==> config.mk <==
export PLATFORM = sky130hd
export DESIGN_NAME = fetch_ctrl
export DESIGN_NICKNAME = d
export VERILOG_FILES = /design/src/rtl/fetch_ctrl.sv
export SDC_FILE = /design/constraint.sdc
export NUM_CORES = 1
export LEC_CHECK = 0
export ABC_AREA = 1
export CORE_ASPECT_RATIO = 2
export CORE_UTILIZATION = 49
export DETAILED_ROUTE_END_ITERATION = 12
export GPL_ROUTABILITY_DRIVEN = 1
export GPL_TIMING_DRIVEN = 1
export HOLD_SLACK_MARGIN = 0.06
export PLACE_DENSITY = 0.92
export SLEW_MARGIN = 30
export SYNTH_ARGS = -nofsm -noshare
export SYNTH_HDL_FRONTEND = slang
export SYNTH_SLANG_ARGS = --single-unit
==> constraint.sdc <==
create_clock -name clk_i -period 1.93 [get_ports clk_i]
set_input_delay 0.193 -clock clk_i [delete_from_list [all_inputs] [get_ports clk_i]]
set_output_delay 0.193 -clock clk_i [all_outputs]
set_load 0.01 [all_outputs]
==> src/rtl/fetch_ctrl.sv <==
// Instruction fetch controller: single outstanding imem request,
// one-entry output holding register, redirect handling and flush pulse.
module fetch_ctrl #(
    parameter logic [31:0] RESET_PC = 32'h0000_0000,
    parameter int unsigned PC_STEP  = 4
) (
    input  logic        clk_i,
    input  logic        rst_i,
    input  logic        start_i,
    input  logic        branch_i,
    input  logic [31:0] branch_target_i,
    output logic        imem_req_o,
    output logic [31:0] imem_addr_o,
    input  logic        imem_ack_i,
    input  logic [31:0] imem_rdata_i,
    output logic [31:0] PC_o,
    output logic [31:0] instr_o,
    output logic [31:0] instr_pc_o,
    output logic        instr_valid_o,
    input  logic        instr_ready_i,
    output logic        flush_o,
    output logic [31:0] fetch_cnt_o
);

    typedef enum logic [1:0] {
        IDLE = 2'd0,
        REQ  = 2'd1,
        HOLD = 2'd2
    } state_t;

    localparam logic [31:0] STEP = 32'(PC_STEP);

    state_t      state_q;
    state_t      state_d;
    logic [31:0] pc_q;
    logic [31:0] instr_q;
    logic [31:0] ipc_q;
    logic        valid_q;
    logic        flush_q;
    logic [31:0] cnt_q;
    logic        pend_q;
    logic [31:0] pend_tgt_q;
    logic        req_c;

    logic [31:0] tgt;
    logic        in_req;
    logic        in_hold;
    logic        ack_req;
    logic        br_acc;
    logic        xfer;
    logic        deliver;
    logic        redir_ack;
    logic        unused_tgt_bits;

    assign unused_tgt_bits = ^branch_target_i[1:0];

    assign tgt       = {branch_target_i[31:2], 2'b00};
    assign in_req    = (state_q == REQ);
    assign in_hold   = (state_q == HOLD);
    assign ack_req   = in_req & imem_ack_i;
    assign br_acc    = branch_i & (in_req | in_hold);
    assign xfer      = in_hold & valid_q & instr_ready_i & ~branch_i;
    // A redirect seen before or with the ack turns the ack into a discard
    assign deliver   = ack_req & ~pend_q & ~branch_i;
    assign redir_ack = ack_req & (pend_q | branch_i);

    always_ff @(posedge clk_i or negedge rst_i) begin
        if (!rst_i) begin
            state_q <= IDLE;
        end else begin
            state_q <= state_d;
        end
    end

    always_comb begin
        state_d = state_q;
        unique case (state_q)
            IDLE: begin
                if (start_i) state_d = REQ;
            end
            REQ: begin
                if (deliver) state_d = HOLD;
            end
            HOLD: begin
                if (branch_i) begin
                    state_d = REQ;
                end else if (xfer) begin
                    state_d = start_i ? REQ : IDLE;
                end
            end
            default: state_d = IDLE;
        endcase
    end

    always_comb begin
        req_c = 1'b0;
        if (state_q == REQ) req_c = 1'b1;
    end

    always_ff @(posedge clk_i or negedge rst_i) begin
        if (!rst_i) begin
            pc_q       <= RESET_PC;
            instr_q    <= 32'h0;
            ipc_q      <= 32'h0;
            valid_q    <= 1'b0;
            flush_q    <= 1'b0;
            cnt_q      <= 32'h0;
            pend_q     <= 1'b0;
            pend_tgt_q <= 32'h0;
        end else begin
            flush_q <= br_acc;

            if (deliver) begin
                pc_q <= pc_q + STEP;
            end else if (redir_ack) begin
                pc_q <= branch_i ? tgt : pend_tgt_q;
            end else if (in_hold & branch_i) begin
                pc_q <= tgt;
            end

            // Request address must stay put until ack, so park the target
            if (in_req & branch_i & ~imem_ack_i) begin
                pend_q     <= 1'b1;
                pend_tgt_q <= tgt;
            end else if (ack_req) begin
                pend_q     <= 1'b0;
            end

            if (deliver) begin
                instr_q <= imem_rdata_i;
                ipc_q   <= pc_q;
                valid_q <= 1'b1;
            end else if (in_hold & (branch_i | xfer)) begin
                valid_q <= 1'b0;
            end

            if (xfer) cnt_q <= cnt_q + 32'd1;
        end
    end

    assign imem_req_o    = req_c;
    assign imem_addr_o   = pc_q;
    assign PC_o          = pc_q;
    assign instr_o       = instr_q;
    assign instr_pc_o    = ipc_q;
    assign instr_valid_o = valid_q;
    assign flush_o       = flush_q;
    assign fetch_cnt_o   = cnt_q;

endmodule

# Word level (Yosys, flattened, before mapping)
# Cells that the tools add are included.
op_classes:
  n_reduce_logical: 5
  add_sub_neg: 2
  muxes: 15
  n_eq_ne: 5
  n_bitwise: 18
op_table:
  columns: ["op", "n"]
  rows:
  - ["$mux W32", 4]
  - ["$add A32 B1 Y32 const B", 1]
  - ["$add A32 B3 Y32 const B", 1]
  - ["$and A1 B1 Y1", 12]
  - ["$mux W2", 4]
  - ["$mux W1", 6]
  - ["$pmux W2 S3", 1]
  - ["$reduce_bool A2 Y1", 2]
  - ["$ne A3 B2 Y1 const B", 1]
  - ["$not A1 Y1", 3]
  - ["$or A1 B1 Y1", 3]
  - ["$reduce_and A3 Y1", 1]
  - ["$reduce_bool A3 Y1", 1]
  - ["$eq A2 B1 Y1 const B", 1]
  - ["$eq A2 B2 Y1 const B", 1]
  - ["$logic_not A2 Y1", 1]
  - ["$ne A2 B1 Y1 const B", 1]
  - ["$ne A2 B2 Y1 const B", 1]
word_totals:
  ff_bits: 163
  input_bits: 70
  output_inout_bits: 163

# Longest topological paths before layout
# Gate-level depths: netlist of run 1.
logic_depth:
  ltp_word: 8
  mapped_depth: 11
  mapped_depth_nobuf: 11

# Worst setup path before layout of run 1
# Ideal clock, no wire load.
synth_path:
  path_type: "register to register"
  from: "register state_q[1]"
  to: "register instr_q[10], in the netlist instr_o[10]"
  stages_incl_launch_ff: 10
  required_time_ps: 1814
  t_arrival_ps: 1586
  setup_ps: 116
  path_slack_ps: 227
  path_buffers: 2
  period_less_slack_ps: 1703
  path_cell_list: "dfrtp_1 -> inv_1 -> ha_1 -> nand2_1 -> nor2_4 -> nand2_4 -> buf_2 -> buf_1 -> nand2_1 -> nand2_1"
synth_between:
  elab_chain_len: 4
synth_lines:
  columns: ["element", "line_no", "rtl"]
  rows:
  - ["from (decl)", "33", "state_t state_q;"]
  - ["from (signal assigned)", "71", "state_q <= state_d;"]
  - ["$eq A2 B1 Y1", "58", "assign in_req = (state_q == REQ);"]
  - ["$and A1 B1 Y1", "60", "assign ack_req = in_req & imem_ack_i;"]
  - ["$and A1 B1 Y1 (2 in a row)", "64", "assign deliver = ack_req & ~pend_q & ~branch_i;"]
  - ["to (signal assigned)", "130", "instr_q <= imem_rdata_i;"]
  - ["to (decl)", "36", "logic [31:0] instr_q;"]
# No other way between the ends.
# A chain may end at the register's enable or synchronous reset.

# Worst setup path after layout of run 1
layout_path:
  from: "register state_q[0]"
  to: "register instr_q[18], in the netlist instr_o[18]"
# Same word-level chain as after synthesis.

==> results_dict.tcl, run 1 <==
set metrics [dict create \
    drt_iter0_markers 639 \
    seq_area_sq_um 3980 \
    yosysTopAreaCell "dfrtp_1" \
    wl_um 26400 \
    dieArea_sq_um 17600 \
    root_buffer "clkbuf_16" \
    hold_path.class "input port to async pin" \
    drc 0 \
    drtPass1Iterations 5 \
    synth_seq_cells 159 \
    max_freq_mhz 537 \
    viasPerCell 5.42 \
    synth.distinct_cells 36 \
    synthTopCellsByArea "dfrtp_1, nand2_1, nor2_1" \
    cts_tree "done" \
    yosysWarnings 0 \
    fin_crit_sh_pct 96.5 \
    internal-power_mw 10.1 \
    start_util_pct 50.0 \
    hold_viol 0 \
    leakagePower_nw 5.47 \
    wl_per_cell_um 16.9 \
    endpoint_kind "flip-flop" \
    gr-total-overflow 0 \
    drv_cap 0 \
    antenna_found_initial 0 \
    period_needed_ps 1860 \
    p_switching_mw 6.46 \
    setup_viol 0 \
    num_antenna_cells 0 \
    async_flop_share_pct 100 \
    p_clk_share_pct 20.8 \
    synth_common_cells "nand2_1, nor2_1, dfrtp_1, inv_1, buf_4" \
    synthToLayoutAreaGrowth_pct 38.8 \
    port_buffers 224 \
    htree_levels 4 \
    coreArea_sq_um 16700 \
    n_fill_cell 1215 \
    die_w_um 94.2 \
    syn_inst 1111 \
    drive_above_1_share_pct 9.30 \
    grt_pass1_vias 8675 \
    cp_max_fo 31 \
    num_rows 67 \
    crit_required_ps 2290 \
    cts_buffers 17 \
    fin_ws_ps 68.1 \
    nNetsFinal 1419 \
    clk-insertion-delay-late_ps 440 \
    finClkSkew_ps 20.4 \
    syn_avg_cell_area_sq_um 7.50 \
    die_height_um 186 \
    synth_top_area_share_pct 47.7 \
    power_frac_seq_pct 35.8 \
    setup_tns_ps 0 \
    gp_congestion 0.929 \
    pin_count 233 \
    grt_pass1_wl_um 41900 \
    ctsLongestPathBuffers 2 \
    switching_share_pct 39.1 \
    status "completed" \
    synth_area_sq_um 8340 \
    dr_total_vias 8465 \
    cts.sinks 159 \
    grt_max_degree 52 \
    synth_enable_flop_cells 0 \
    max-vdd-ir-drop_uv 1140 \
    ant_nets 0 \
    cp-start-kind "flip-flop" \
    ys_seq_area_share_pct 47.7 \
    final_max_slew_viol_count 0 \
    pwr_density_cell_nw_per_um2 1430 \
    grt_use_total_pct 31.3 \
    synth.most_common_cell "nand2_1" \
    synthFlopType "dfrtp_1" \
    crit_type "flip-flop to flip-flop" \
    clk_pin_slew_ps 70 \
    combPwrFrac_pct 43.4 \
    cp.arrival_ps 2220 \
    multi_input_area_sq_um 3660 \
    dp_slack_ps -68.4 \
    hpwlAfterDp_um 19200 \
]
-- per-layer routing --
layer	vias to the layer above	wire length (um)	track usage [%]
met4	0	1970	22.0
met1	4002	8520	30.3
li1	3885	-	-
met5	-	0	0
met3	132	1640	5.87
met2	446	14300	57.1
-- layout by cell type, fill, tap and decap left out, drive strengths merged, types with 2 or more instances in the layout --
| cell type | instances |
|---|---|
| a21oi | 16 |
| a22oi | 18 |
| a31oi | 2 |
| and2 | 2 |
| buf | 52 |
| clkbuf | 18 |
| clkdlybuf4s50 | 222 |
| clkinv | 5 |
| conb | 6 |
| dfrtp | 159 |
| ha | 7 |
| inv | 84 |
| nand2 | 441 |
| nand3 | 41 |
| nand3b | 8 |
| nand4 | 6 |
| nor2 | 188 |
| nor3 | 8 |
| nor4 | 2 |
| o21ai | 40 |
| xnor2 | 9 |
| xor2 | 14 |
-- worst max-delay path, stage by stage, from the launching register on --
cell and delay [ps]:
dfrtp_2 440, ha_4 190, buf_4 130, nand2_2 120, nor2_4 50, nand2_4 140
buf_4 140, buf_4 300, nand2_1 140, nand2_1 120
-- metrics by stage --
step	cell area (sq um)	total power [mW]	util, %	std cells	hold slack (ps)
2_1_floorplan	8360	9.15	-	1116	-103
3_3_place_gp	10800	12.6	64.9	1525	147
3_5_place_dp	10800	12.9	64.9	1525	147
4_1_cts	11500	16.4	68.8	1559	259
5_1_grt	11600	17.5	69.4	1562	263
6_report	11600	16.5	69.4	1562	245
-- state kept, by name, summed over array words and instances (netlist names) --
name,cells
fetch_cnt_o,32
instr_o,32
PC_o,30
instr_pc_o,30
pend_tgt_q,30
state_q,2
flush_o,1
instr_valid_o,1
pend_q,1
-- cells by family after synthesis --
family / share of synthesized area, %
simple gates: 33.9
flops: 47.7
other cells: 0.0450
compound gates: 5.51
xor+xnor: 2.42
buf+inv: 9.32
fa+ha+maj: 1.05
-- final timing paths --
kind	start	endpoint	slack [ps]	depth (start not counted)
setup / recovery	state_q[0]$_DFFE_PN0P_	instr_o[18]$_DFFE_PN0P_	70	9
hold / removal	rst_i	fetch_cnt_o[27]$_DFFE_PN0P_	250	2
setup reg to reg	state_q[0]$_DFFE_PN0P_	instr_o[18]$_DFFE_PN0P_	70	9
hold reg to reg	pend_tgt_q[19]$_DFFE_PN0P_	pend_tgt_q[19]$_DFFE_PN0P_	480	2
max in group asynchronous	rst_i	state_q[0]$_DFFE_PN0P_	1000	3
min in group clk_i	imem_rdata_i[9]	instr_o[9]$_DFFE_PN0P_	280	3
-- what timing repair did --
| action | CTS | global route |
|---|---|---|
| hold buffers | 1 | 0 |
| gates cloned | 0 | 1 |
| buffers inserted | 1 | 2 |
| pin swaps | 1 | 3 |
| resized for setup | 7 | 18 |
| endpoints found under the hold margin | 40 | 0 |
| setup endpoints to repair | 40 | 50 |
-- power groups by stage --
stage / clock network (mW) / logic (mW) / registers [mW]
floorplan: 0 / 3.04 / 6.11
global placement: 0 / 6.75 / 5.83
detailed placement: 0 / 7.00 / 5.87
CTS: 3.47 / 7.11 / 5.87
global route: 3.63 / 7.81 / 6.05
finish: 3.44 / 7.17 / 5.92
-- final cells by class --
cell class	count	area share [%]
inverter	75	2.48
timing repair buffer	277	24.0
tap	207	2.24
sequential	159	34.4
clock inverter	15	1.58
clock buffer	17	3.68
multi-input combinational	812	31.7
Power figures use the tool's default switching activity.
==> run 2, diff against run 1 <==
--- a/config.mk
+++ b/config.mk
@@ -12,7 +12,7 @@
 export GPL_ROUTABILITY_DRIVEN = 1
 export GPL_TIMING_DRIVEN = 1
 export HOLD_SLACK_MARGIN = 0.06
-export PLACE_DENSITY = 0.92
+export PLACE_DENSITY = 0.82
 export SLEW_MARGIN = 30
 export SYNTH_ARGS = -nofsm -noshare
 export SYNTH_HDL_FRONTEND = slang
==> results_dict.tcl, run 2 (synthesis gave the netlist of run 1 again) <==
set metrics [dict create \
    report.power.total_mw 16.2 \
    cts_tree "done" \
    leakagePower_nw 5.42 \
    cpLargestDelayFamily "simple AND/OR/NAND/NOR gates" \
    grt_use_total_pct 28.8 \
    endpoint_kind "flip-flop" \
    drt_iter0_markers 511 \
    path_cells "inv_1, ha_2, nand4_1, buf_4, nor2_1, nand2_1, nor2_4, nand2_1, xnor2_1" \
    finClkSkew_ps 8.03 \
    drtPass1Iterations 5 \
    num_antenna_cells 0 \
    root_buffer "clkbuf_16" \
    finalInstanceArea_sq_um 11500 \
    placed_area_sq_um 10800 \
    grt_max_degree 53 \
    start_util_pct 50.0 \
    path_buf_inv 2 \
    dr_total_vias 8025 \
    dieArea_sq_um 17600 \
    gr-total-overflow 0 \
    period_needed_ps 1840 \
    max_freq_mhz 544 \
    clk_pin_slew_ps 70 \
    drive_above_1_share_pct 8.31 \
    pwr_density_cell_nw_per_um2 1410 \
    dp.cells 1520 \
    grt_pass1_vias 8086 \
    htree_levels 4 \
    drc 0 \
    switching_share_pct 37.7 \
    p_clk_share_pct 21.1 \
    crit_path_frequent_cell "nand2_1" \
    die_height_um 186 \
    num_rows 67 \
    cp-start-kind "flip-flop" \
    setup_tns_ps 0 \
    post-cts-setup-buffers 0 \
    clk-insertion-delay-late_ps 430 \
    nNetsFinal 1411 \
    cts_buffers 17 \
    fin_crit_sh_pct 95.3 \
    final_cell_mix "nand2_1, clkdlybuf4s50_1, nor2_1, dfrtp_1, inv_1" \
    coreArea_sq_um 16700 \
    r2r_end "fetch_cnt_o[18]$_DFFE_PN0P_" \
    mostFrequentLayoutCell "nand2_1" \
    crit_required_ps 2240 \
    power_frac_seq_pct 36.4 \
    hpwlAfterDp_um 18200 \
    max-vdd-ir-drop_uv 1090 \
    max_stage_delay_ps 450 \
    port_buffers 224 \
    status "completed" \
    wl_per_cell_um 15.6 \
    ctsLongestPathBuffers 2 \
    hold_viol 0 \
    r2r_setup_slack_ps 90 \
    stdcell_count 1554 \
    antenna_found_initial 0 \
    ff2ff_path_depth 9 \
    combPwrFrac_pct 42.5 \
    internal-power_mw 10.1 \
    cts.sinks 159 \
    cp_max_fo 5 \
    wl_um 24200 \
    ant_nets 0 \
    final_max_slew_viol_count 0 \
    die_w_um 94.2 \
    crit_type "flip-flop to flip-flop" \
    p_switching_mw 6.11 \
    setup_viol 0 \
    drv_cap 0 \
    crit-reg2reg-launch "state_q[0]$_DFFE_PN0P_" \
    synthToLayoutAreaGrowth_pct 37.7 \
    hold_path.class "input port to async pin" \
    fin_hold_ws_ps 277 \
    gp_congestion 0.926 \
    viasPerCell 5.16 \
    critical-path-slowest-cell "dfrtp_2" \
    cp.arrival_ps 2150 \
    pin_count 233 \
    crit_start "state_q[0]$_DFFE_PN0P_" \
    grt_pass1_wl_um 38900 \
]
run 2: cell types whose count changed in the layout (fill, tap and decap cells not counted), moves of 2 or more:
cell	change
buf_4	-9
clkinv_8	-5
inv_6	+4
nor2_1	+3
inv_1	+2
inv_2	-2
nand2_1	+2
nand2_2	-2
nor2_4	-2
run 2: worst max path at each step:
| stage | endpoint | slack [ps] | cells after the start |
|---|---|---|---|
| 2_1_floorplan | instr_o[10]$_DFFE_PN0P_ | 230 | 9 |
| 6_report | fetch_cnt_o[18]$_DFFE_PN0P_ | 90 | 9 |
| 4_1_cts | PC_o[2]$_DFFE_PN0P_ | 20 | 11 |
| 3_3_place_gp | PC_o[2]$_DFFE_PN0P_ | 90 | 10 |
| 5_1_grt | PC_o[21]$_DFFE_PN0P_ | -6 | 11 |
| 3_5_place_dp | PC_o[2]$_DFFE_PN0P_ | 10 | 11 |
run 2: routing by layer:
layer | share of wire (%) | up-vias | track usage, %
met3 | 5.5 | 89 | 5.42
met2 | 55 | 331 | 52.0
met4 | 6.2 | 0 | 19.9
met1 | 34 | 3745 | 28.6
met5 | 0 | - | 0
li1 | - | 3860 | -
run 2: what timing repair did:
action	in CTS	in global routing
endpoints found under the setup margin	3	26
gates cloned	0	1
hold buffers	1	0
gates resized for setup	2	15
hold endpoints to repair	49	0
run 2: cell type report:
type | count | area [sq um]
inverters | 75 | 287
fillers | 1322 | 5200
clock buffers | 17 | 425
multi-input cells | 812 | 3640
repair buffers | 269 | 2720
clock inverters | 15 | 164
well taps | 207 | 259
flip-flops and latches | 159 | 3980
run 2: stage by stage:
step	util (%)	setup WS, ps
2_1_floorplan	-	227
6_report	68.8	90.4
4_1_cts	68.4	17.4
3_3_place_gp	64.8	90.3
5_1_grt	68.8	-6.02
3_5_place_dp	64.8	11.9
run 2: worst register-to-register path: cells and delay by family (launching register included):
family | cells | cell delay (ps)
buffers and inverters | 2 | 290
flip-flops | 1 | 450
adder cells (fa/ha/maj) | 1 | 220
XOR/XNOR | 1 | 140
AND/OR/NAND/NOR | 5 | 630
run 2: power groups by stage:
stage | clock (mW) | combinational, mW | sequential [mW]
finish | 3.42 | 6.89 | 5.91
global route | 3.60 | 7.52 | 6.07
CTS | 3.46 | 6.89 | 5.87
detailed placement | 0 | 6.86 | 5.89
global placement | 0 | 6.69 | 5.85
floorplan | 0 | 3.04 | 6.11
==> run 3, diff against run 2 <==
--- a/config.mk
+++ b/config.mk
@@ -6,6 +6,7 @@
 export NUM_CORES = 1
 export LEC_CHECK = 0
 export ABC_AREA = 1
+export ABC_CLOCK_PERIOD_IN_PS = 1930
 export CORE_ASPECT_RATIO = 2
 export CORE_UTILIZATION = 49
 export DETAILED_ROUTE_END_ITERATION = 12
@@ -13,6 +14,7 @@
 export GPL_TIMING_DRIVEN = 1
 export HOLD_SLACK_MARGIN = 0.06
 export PLACE_DENSITY = 0.82
+export SETUP_SLACK_MARGIN = 0.4
 export SLEW_MARGIN = 30
 export SYNTH_ARGS = -nofsm -noshare
 export SYNTH_HDL_FRONTEND = slang
==> results_dict.tcl, run 3 (synthesis gave the netlist of run 1 again) <==
set metrics [dict create \
    status "completed" \
    cp-start-kind "flip-flop" \
    max-vdd-ir-drop_uv 929 \
    die_height_um 186 \
    fin_hold_ws_ps 269 \
    hold_path.class "input port to async pin" \
    r2r_setup_slack_ps 140 \
    setup_viol 0 \
    slew_headroom_pct 65.6 \
    cp_max_fo 4 \
    drc 0 \
    ctsLongestPathBuffers 2 \
    port_buffers 224 \
    root_buffer "clkbuf_16" \
    crit_end "fetch_cnt_o[11]$_DFFE_PN0P_" \
    gp_congestion 0.914 \
    gr-usage-met2_pct 57.2 \
    ff2ff_path_depth 9 \
    grt_setup_unrepaired "yes" \
    drive_above_1_share_pct 20.0 \
    die_w_um 94.2 \
    cp.arrival_ps 2120 \
    synthToLayoutAreaGrowth_pct 54.0 \
    endpoint_kind "flip-flop" \
    clk_pin_slew_ps 80 \
    period_needed_ps 1790 \
    crit_required_ps 2260 \
    drt_iter0_markers 645 \
    crit_cells 9 \
    grt_util_met1_pct 31.0 \
    dieArea_sq_um 17600 \
    cts_buffers 17 \
    busiest_layer "met2" \
    num_rows 67 \
    cts.sinks 159 \
    htree_levels 4 \
    antenna_found_initial 0 \
    num_antenna_cells 0 \
    max_freq_mhz 558 \
    gr-total-overflow 0 \
    wl_per_cell_um 17.4 \
    grt_pass1_wl_um 42500 \
    pwr_density_cell_nw_per_um2 1330 \
    hpwlAfterDp_um 18800 \
    path_buf_inv 5 \
    critical-path-slowest-cell "dfrtp_2" \
    pin_count 233 \
    wl_um 28300 \
    hold_viol 0 \
    clk-insertion-delay-late_ps 430 \
    crit_start "state_q[0]$_DFFE_PN0P_" \
    dr_total_vias 8772 \
    drv_cap 0 \
    fin_crit_sh_pct 92.8 \
    crit-reg2reg-launch "state_q[0]$_DFFE_PN0P_" \
    mostFrequentLayoutCell "nand2_1" \
    dp.cells 1528 \
    met3_usage_pct 5.79 \
    finClkSkew_ps 14.3 \
    start_util_pct 50.0 \
    grt_pass1_vias 8702 \
    worstMarginPinSlew_ps 516 \
    drtPass1Iterations 6 \
    placed_area_sq_um 10800 \
    ant_nets 0 \
    final_max_slew_viol_count 0 \
    report.power.total_mw 17.0 \
    grt_max_degree 56 \
    cpLargestDelayFamily "buffers and inverters" \
    stdcell_count 1632 \
    leakagePower_nw 7.34 \
    nNetsFinal 1489 \
    coreArea_sq_um 16700 \
    cts_tree "done" \
    path_cells "inv_2, ha_4, nand4_1, buf_6, buf_12, buf_4, buf_8, nor3_4, xor2_1" \
    finalInstanceArea_sq_um 12800 \
    final_cell_mix "nand2_1, nor2_1, dfrtp_1, dlymetal6s2s_1, buf_4" \
    viasPerCell 5.38 \
    grt_use_total_pct 31.6 \
    crit_type "flip-flop to flip-flop" \
    r2r_end "fetch_cnt_o[11]$_DFFE_PN0P_" \
    max_stage_delay_ps 450 \
]
run 3: worst min path at each step:
stage	depth (start not counted)	slack, ps	start	to
final	2	270	rst_i	pend_tgt_q[5]$_DFFE_PN0P_
after global routing	3	290	imem_rdata_i[27]	instr_o[27]$_DFFE_PN0P_
after CTS	3	280	imem_rdata_i[5]	instr_o[5]$_DFFE_PN0P_
after detailed placement	1	170	rst_i	pend_tgt_q[4]$_DFFE_PN0P_
after global placement	1	170	rst_i	pend_tgt_q[4]$_DFFE_PN0P_
after floorplan	0	-100	rst_i	PC_o[10]$_DFFE_PN0P_
run 3: repair_timing:
| action | in CTS | in global routing |
|---|---|---|
| buffers inserted | 41 | 24 |
| resized for setup | 155 | 163 |
| pin swaps | 32 | 19 |
| setup endpoints to repair | 246 | 240 |
| hold endpoints to repair | 49 | 0 |
| cloned | 3 | 3 |
| hold buffers | 1 | 0 |
run 3: layer usage:
| metal | part of all wire, % | up-vias |
|---|---|---|
| met2 | 54 | 453 |
| met1 | 33 | 4153 |
| li1 | - | 4024 |
| met3 | 5.7 | 142 |
| met4 | 7.1 | 0 |
| met5 | 0 | - |
run 3: stage by stage:
step                setup slack [ps]  util (%)  setup TNS [ps]
floorplan                        300         -               0
global placement                19.7      65.0               0
detailed placement            -0.927      65.0          -0.927
CTS                              230      72.9               0
global route                    77.4      77.0               0
finish                           139      77.0               0
run 3: layout make-up:
| class | instances | area [sq um] |
|---|---|---|
| Clock buffer | 18 | 429 |
| Clock inverter | 14 | 196 |
| Fill cell | 1055 | 3840 |
| Inverter | 75 | 305 |
| Multi-Input combinational cell | 812 | 3940 |
| Sequential cell | 159 | 4030 |
| Tap cell | 207 | 259 |
| Timing Repair Buffer | 347 | 3680 |
run 3: report_power, final:
part	switching [mW]	internal, mW	leakage (nW)
clock	1.55	2.09	0.299
sequential	1.08	4.73	1.93
combinational	3.94	3.65	5.11
run 3: worst reg2reg max path, cell delays in order (launching register included):
cell	delay (ps)
dfrtp_2	450
inv_2	100
ha_4	150
nand4_1	100
buf_6	170
buf_12	140
buf_4	140
buf_8	120
nor3_4	110
xor2_1	210
